`src/rtl/instr_mem_server.sv`:
```
// Instruction memory server: 256x8 byte store that returns a 10-byte window per fetch.
// Optional bounds checking is enabled by defining IMEM_BOUNDS_CHECK_EN.
module instr_mem_server (
    input  logic        clk,
    input  logic        rst,
    input  logic        fetch_req,
    input  logic [63:0] fetch_pc,
    output logic        fetch_ready,
    output logic        fetch_valid,
    output logic [0:79] fetch_instr,
    output logic        fetch_err,
    input  logic        wr_en,
    input  logic [7:0]  wr_addr,
    input  logic [7:0]  wr_data,
    output logic        wr_drop
);

    typedef enum logic [1:0] {IDLE, READ, RESP} state_t;

    state_t      state;
    state_t      state_nxt;
    logic [7:0]  mem [256];
    logic [7:0]  pc;
    logic [3:0]  cnt;
    logic [7:0]  rd_byte;
    logic        accept;
    logic        out_of_range;
    logic        err_q;

    assign accept = fetch_req && (state == IDLE);

`ifdef IMEM_BOUNDS_CHECK_EN
    assign out_of_range = (|fetch_pc[63:8]) || (fetch_pc[7:0] > 8'd246);
`else
    logic unused_pc_hi;
    assign unused_pc_hi = ^fetch_pc[63:8];
    assign out_of_range = 1'b0;
`endif

    always_ff @(posedge clk or posedge rst) begin
        if (rst) state <= IDLE;
        else     state <= state_nxt;
    end

    always_comb begin
        state_nxt = state;
        case (state)
            IDLE: if (accept) state_nxt = out_of_range ? RESP : READ;
            READ: if (cnt == 4'd9) state_nxt = RESP;
            RESP: state_nxt = IDLE;
            default: state_nxt = IDLE;
        endcase
    end

    // Writes only land while idle, so an in-flight window always sees a stable array.
    always_ff @(posedge clk) begin
        if (wr_en && (state == IDLE)) mem[wr_addr] <= wr_data;
    end

    assign rd_byte = mem[pc + {4'b0000, cnt}];

    always_ff @(posedge clk or posedge rst) begin
        if (rst) begin
            pc          <= '0;
            cnt         <= '0;
            fetch_instr <= '0;
            err_q       <= 1'b0;
            wr_drop     <= 1'b0;
        end else begin
            wr_drop <= wr_en && (state != IDLE);
            if (accept) begin
                pc          <= fetch_pc[7:0];
                cnt         <= '0;
                fetch_instr <= '0;
                err_q       <= out_of_range;
            end else if (state == READ) begin
                fetch_instr[{cnt, 3'b000} +: 8] <= rd_byte;
                cnt                             <= cnt + 4'd1;
            end
        end
    end

    assign fetch_ready = (state == IDLE);
    assign fetch_valid = (state == RESP);
    assign fetch_err   = err_q;

endmodule

```
`config.mk`:
```
export PLATFORM = sky130hd
export DESIGN_NAME = instr_mem_server
export DESIGN_NICKNAME = d
export VERILOG_FILES = /design/src/rtl/instr_mem_server.sv
export SDC_FILE = /design/constraint.sdc
export NUM_CORES = 2
export LEC_CHECK = 0
export CAP_MARGIN = 5
export CELL_PAD_IN_SITES_DETAIL_PLACEMENT = 1
export CELL_PAD_IN_SITES_GLOBAL_PLACEMENT = 1
export CORE_ASPECT_RATIO = 0.5
export CORE_MARGIN = 2
export CORE_UTILIZATION = 45
export DETAILED_ROUTE_END_ITERATION = 8
export MAX_ROUTING_LAYER = met4
export PLACE_DENSITY_LB_ADDON = 0.1
export SKIP_CTS_REPAIR_TIMING = 1
export SYNTH_ARGS = -nofsm -noshare
export SYNTH_HDL_FRONTEND = slang
export SYNTH_SLANG_ARGS = --single-unit
```
`constraint.sdc`:
```
create_clock -name clk -period 4.1 [get_ports clk]
set_input_delay 0.615 -clock clk [delete_from_list [all_inputs] [get_ports clk]]
set_output_delay 0.615 -clock clk [all_outputs]
set_load 0.01 [all_outputs]
```
### Word-level counts from Yosys, hierarchy flattened

Memory sizes are Yosys's and may differ from the RTL's.
Index checks and enable logic that the tools add are counted.

| operators by class | value |
|---|---|
| add/subtract/negate cells | 3 |
| equality and inequality tests | 5 |
| shift-type cells | 2 |
| muxes and demuxes | 10 |
| bitwise operators | 1 |
| reduce and logical (&&, ||, !) cells | 7 |

Operators by type and width:

| operator | count |
|---|---|
| two-way mux 80 bit | 2 |
| variable shift 81 x 9 -> 80 bit, first input constant | 1 |
| variable part select 81 x 9 -> 80 bit | 1 |
| bitwise mux 80 bit | 1 |
| negator 8 -> 9 bit | 1 |
| adder 8 x 4 -> 8 bit | 1 |
| two-way mux 4 bit | 2 |
| inverter 7 -> 8 bit | 1 |
| adder 4 x 1 -> 4 bit, second input constant | 1 |
| == test 4 bit, second input constant | 1 |
| two-way mux 2 bit | 2 |
| one-hot mux 2 bit (2 select lines) | 1 |
| nonzero test 2 bit | 2 |
| logical AND 1 bit | 3 |
| == test 2 x 1 -> 1 bit, second input constant | 1 |
| == test 2 bit, second input constant | 1 |
| logical NOT 2 bit | 1 |
| two-way mux 1 bit | 2 |
| inequality test 2 x 1 -> 1 bit, second input constant | 1 |
| inequality test 2 bit, second input constant | 1 |
| AND reduction 2 bit | 1 |

| storage, ports and cells | value |
|---|---|
| register bits after elaboration | 95 |
| memory bits (writable) | 2048 |
| output and inout port bits | 84 |
| memories | 1 |

Memory list:

| memory | words | bits a word | rd ports | clocked after Yosys merged registers in | write ports | line | RTL |
|---|---|---|---|---|---|---|---|
| mem | 256 | 8 | 1 | 0 | 1 | 22 | `logic [7:0] mem [256];` |

### Longest topological paths before layout

| depth | value |
|---|---|
| word-level depth | 6 |
| gate-level depth with buffers | 15 |
| depth with buffers taken out | 11 |

### Worst setup path before layout

OpenSTA, ideal clock, no wires.

| path | value |
|---|---|
| path kind | register to register |
| start point | register cnt[0] |
| end point | register fetch_instr[15] (netlist name) |
| library setup time | 0.144 ns |
| arrival | 3.526 ns |
| data required time | 3.956 ns |
| path slack | 0.430 ns |
| stages on the path, launching flop included | 14 |
| path buffers | 4 |
| path through | dfrtp_1 > ha_1 > inv_1 > fa_1 > buf_2 > buf_2 > buf_1 > clkbuf_1 > mux4_2 > a22oi_1 > a31oi_1 > a22oi_1 > nor4b_4 > o211ai_1 |

| between the ends | value |
|---|---|
| word-level cells in the longest chain between the ends | 6 |

RTL lines:

| element | line | RTL |
|---|---|---|
| from (decl) | 24 | `logic [3:0] cnt;` |
| from (signal assigned) | 78 | `cnt <= cnt + 4'd1;` |
| adder 8 x 4 -> 8 bit / inverter 7 -> 8 bit (equally long branches) | 60, 77 |  |
| memory (256 x 8 bit) / negator 8 -> 9 bit (equally long branches) | - |  |
| variable part select 81 x 9 -> 80 bit / variable shift 81 x 9 -> 80 bit (equally long branches) | 77 | `fetch_instr[{cnt, 3'b000} +: 8] <= rd_byte;` |
| bitwise mux 80 bit * | 77 |  |
| two-way mux 80 bit * | 76 | `end else if (state == READ) begin` |
| two-way mux 80 bit * | 71 | `if (accept) begin` |
| to (signal, indexed assignment) | 77 |  |
| to (decl) | 10 | `output logic [0:79] fetch_instr,` |

Every way passes the cells marked *; elsewhere a longest branch is shown, timed or not. The select of a mux whose other input is x is not followed.
A chain may end at the register's enable or synchronous reset.

### Final worst setup path

| path | value |
|---|---|
| start point | register pc[0] |
| end point | register fetch_instr[70] (netlist name) |

| between the ends | value |
|---|---|
| word-level cells in the longest chain between the ends | 6 |

RTL lines:

| element | line | RTL |
|---|---|---|
| from (decl) | 23 | `logic [7:0] pc;` |
| from (signal assigned) | 72 | `pc <= fetch_pc[7:0];` |
| adder 8 x 4 -> 8 bit | 60 | `assign rd_byte = mem[pc + {4'b0000, cnt}];` |
| memory (256 x 8 bit) | - |  |
| variable part select 81 x 9 -> 80 bit | 77 |  |
| bitwise mux 80 bit | 77 |  |
| two-way mux 80 bit | 76 |  |
| two-way mux 80 bit | 71 |  |

Every way passes these cells. The select of a mux whose other input is x is not followed.

==> impl_metrics.json <==
{
  "post_layout_nonfiller_instances": 7531,
  "async_flop_share": 0.04433,
  "yosysTopAreaCell": "edfxtp_1",
  "place_hpwl_um": 149300,
  "r2r-start": "pc[0]",
  "gp_congestion": 0.8186,
  "r2r_cells": 18,
  "status": "complete, but fails checks",
  "wirelength_um": 244500,
  "synth_top_area_share": 0.7284,
  "die_area_um2": 191300,
  "cts.clk_slew.worst_paths_ps": 70,
  "critPathRequiredTime_ps": 4800,
  "setup_viol": 53,
  "tightest_slew_ps": 1289,
  "ys_seq_area_frac": 0.7565,
  "fin_crit_sh": 1.027,
  "ys.flop_type": "edfxtp_1",
  "fin_ws_ps": -111.9,
  "synth_top_family_by_area": "multiplexers",
  "yosys_warnings": 0,
  "clkLatencyLatePin_ps": 840,
  "drv_slew": 0,
  "clockBufferDepth": 4,
  "layout-drive-gt1-share": 0.3143,
  "ant_nets": 0,
  "cts_tree": "yes",
  "fin_crit_ps": 4212,
  "worstPathMaxFanout": 6,
  "hold_violations": 0,
  "nets": 4977,
  "slew_headroom": 0.1406,
  "die_x_um": 616.6,
  "post_drt_wl_per_cell_um": 32.47,
  "netlist_top_cells_area": "edfxtp_1, mux4_2, dfrtp_1",
  "grt_pass1_wl_um": 341500,
  "synth_seq_cells": 2143,
  "cts_sinks": 2143,
  "firstDrtPassIters": 7,
  "synth_compound_area_frac": 0.04514,
  "synth_simple_gate_area_share": 0.04401,
  "maxCapViolations": 0,
  "critPathLaunch": "pc[0]",
  "postSynthCellCount": 4234,
  "die_h_um": 310.3,
  "h-tree-depth": 4,
  "grt_max_degree": 143,
  "antenna_found_initial": 14,
  "gr-usage-all-layers": 0.2568,
  "muxShareOfSynthArea": 0.1371,
  "via_count": 45664,
  "drt-initial-drc-count": 4834,
  "syn_nets": 4329,
  "row_count": 112,
  "fillers": 16397,
  "layout_commonest_cell": "edfxtp_1",
  "finClkSkew_ps": 35.06,
  "numCtsBuffers": 197,
  "r2r_end": "fetch_instr[70]",
  "synth_edf_count": 2048,
  "core_um2": 186500,
  "clock-root-buffer": "clkbuf_16",
  "synthDistinctLibCells": 57,
  "numPortBuffers": 110,
  "overflow": 0,
  "drc_errors": 0,
  "fin_area_um2": 100700,
  "synthAdderAreaFrac": 0.001719,
  "synth_xor_area_frac": 0.0009336,
  "hold_path_class": "input pin to asynchronous set/reset pin",
  "ff2ff_setup_slack_ps": -110,
  "placed_area_um2": 92640,
  "rsz0062_at_grt": "true",
  "utilization": 0.5399,
  "layout_common_cells": "edfxtp_1, mux4_2, buf_4",
  "area_growth_pct": 19.27,
  "pin_count": 168,
  "floorplan.initialDensity": 0.4527,
  "avgSynthCellArea_um2": 19.94,
  "dp.cells": 7132,
  "crit_path_start_kind": "flop",
  "place_ws_ps": -255.3,
  "viasPerCell": 6.063,
  "crit_type": "flop to flop",
  "violations": "setup timing",
  "endpoint_kind": "flop",
  "syn-cell-area_um2": 84430,
  "cp.arrival_ps": 4910,
  "cp-endpoint": "fetch_instr[70]",
  "max_freq_ghz": 0.2374,
  "grt_pass1_vias": 46866
}
stage by stage:
stage               hold WS, ps  TNS, ps
finish                    254.1    -2028
global route              273.2    -6465
CTS                       207.2    -9681
detailed placement        485.6    -8740
global placement          491.9    -7196
floorplan                 452.3        0
kinds of logic (layout without fill, tap and decap cells):
group / Yosys count / in the layout
simple gates: 747 / 747
fa+ha+maj: 11 / 11
flops: 2143 / 2143
other cells: 1 / 6
xor+xnor: 9 / 9
compound gates: 528 / 528
buf+inv: 279 / 1063
mux: 516 / 516
flip-flops by register name (all words and copies together) (netlist names):
name and cells:
mem 2048, wr_drop 1, pc 8, fetch_instr 80
state 2, cnt 4
worst max-delay path, stage by stage, from the launching register on:
cell and delay, ps:
dfrtp_1 390, ha_4 150, inv_2 30, fa_4 860, buf_12 150, clkbuf_16 190, buf_12 120, clkbuf_16 140
buf_8 110, mux4_2 320, a22oi_2 150, a31oi_1 110, buf_4 190, a22oi_2 200, buf_4 170, nor4b_4 270
buf_12 190, buf_16 180, o211ai_1 130
cells in the mapped netlist (8+ instances only):
master    instances
o211ai_1          9
a21oi_1          74
buf_4            13
o311ai_0         31
o21ai_0          21
clkbuf_1        150
nor4b_4           8
ha_1             10
a31oi_1          16
a211oi_1         17
edfxtp_1       2048
nor3b_1         119
and2_1           20
inv_1             8
nand3_1          58
a311oi_1         16
o22ai_1           8
nor3_1           16
nor2b_1          13
nand2_1         173
dfrtp_1          95
a221oi_1         14
buf_1            21
buf_2            83
a22oi_1          78
mux4_2          512
and3_1            8
nand4_1          27
o21ai_1          73
nor2_1          291
a22o_1          127
o311ai_1         29
worst min path at each step:
stage | to | depth (start not counted) | slack, ps | from
finish | fetch_instr[42] | 2 | 250 | rst
global route | fetch_instr[62] | 2 | 270 | rst
CTS | fetch_instr[62] | 2 | 210 | rst
detailed placement | fetch_instr[37] | 2 | 490 | fetch_instr[37]
global placement | fetch_instr[26] | 2 | 490 | fetch_instr[26]
floorplan | pc[0] | 2 | 450 | pc[0]
area by class of cell:
cell class	instances	area [um^2]	share of cell area
inverters	8	32.53	0.0003230
repair buffers	720	7333	0.07282
multi-input cells	1812	20330	0.2018
clock buffers	238	5147	0.05111
diodes	5	12.51	0.0001242
clock inverters	97	840.8	0.008349
well taps	2508	3138	0.03116
flip-flops and latches	2143	63880	0.6343
metal layers:
layer	global-route usage	vias to the layer above	routed length, um
met5	-	-	0
met4	0.06423	0	6006
met3	0.04042	312	18240
met2	0.3902	1650	112900
met1	0.3670	24813	107300
li1	-	18889	-
Power is not shown: default switching activity piles up to over one toggle a cycle in this logic, so the estimate is an artifact.
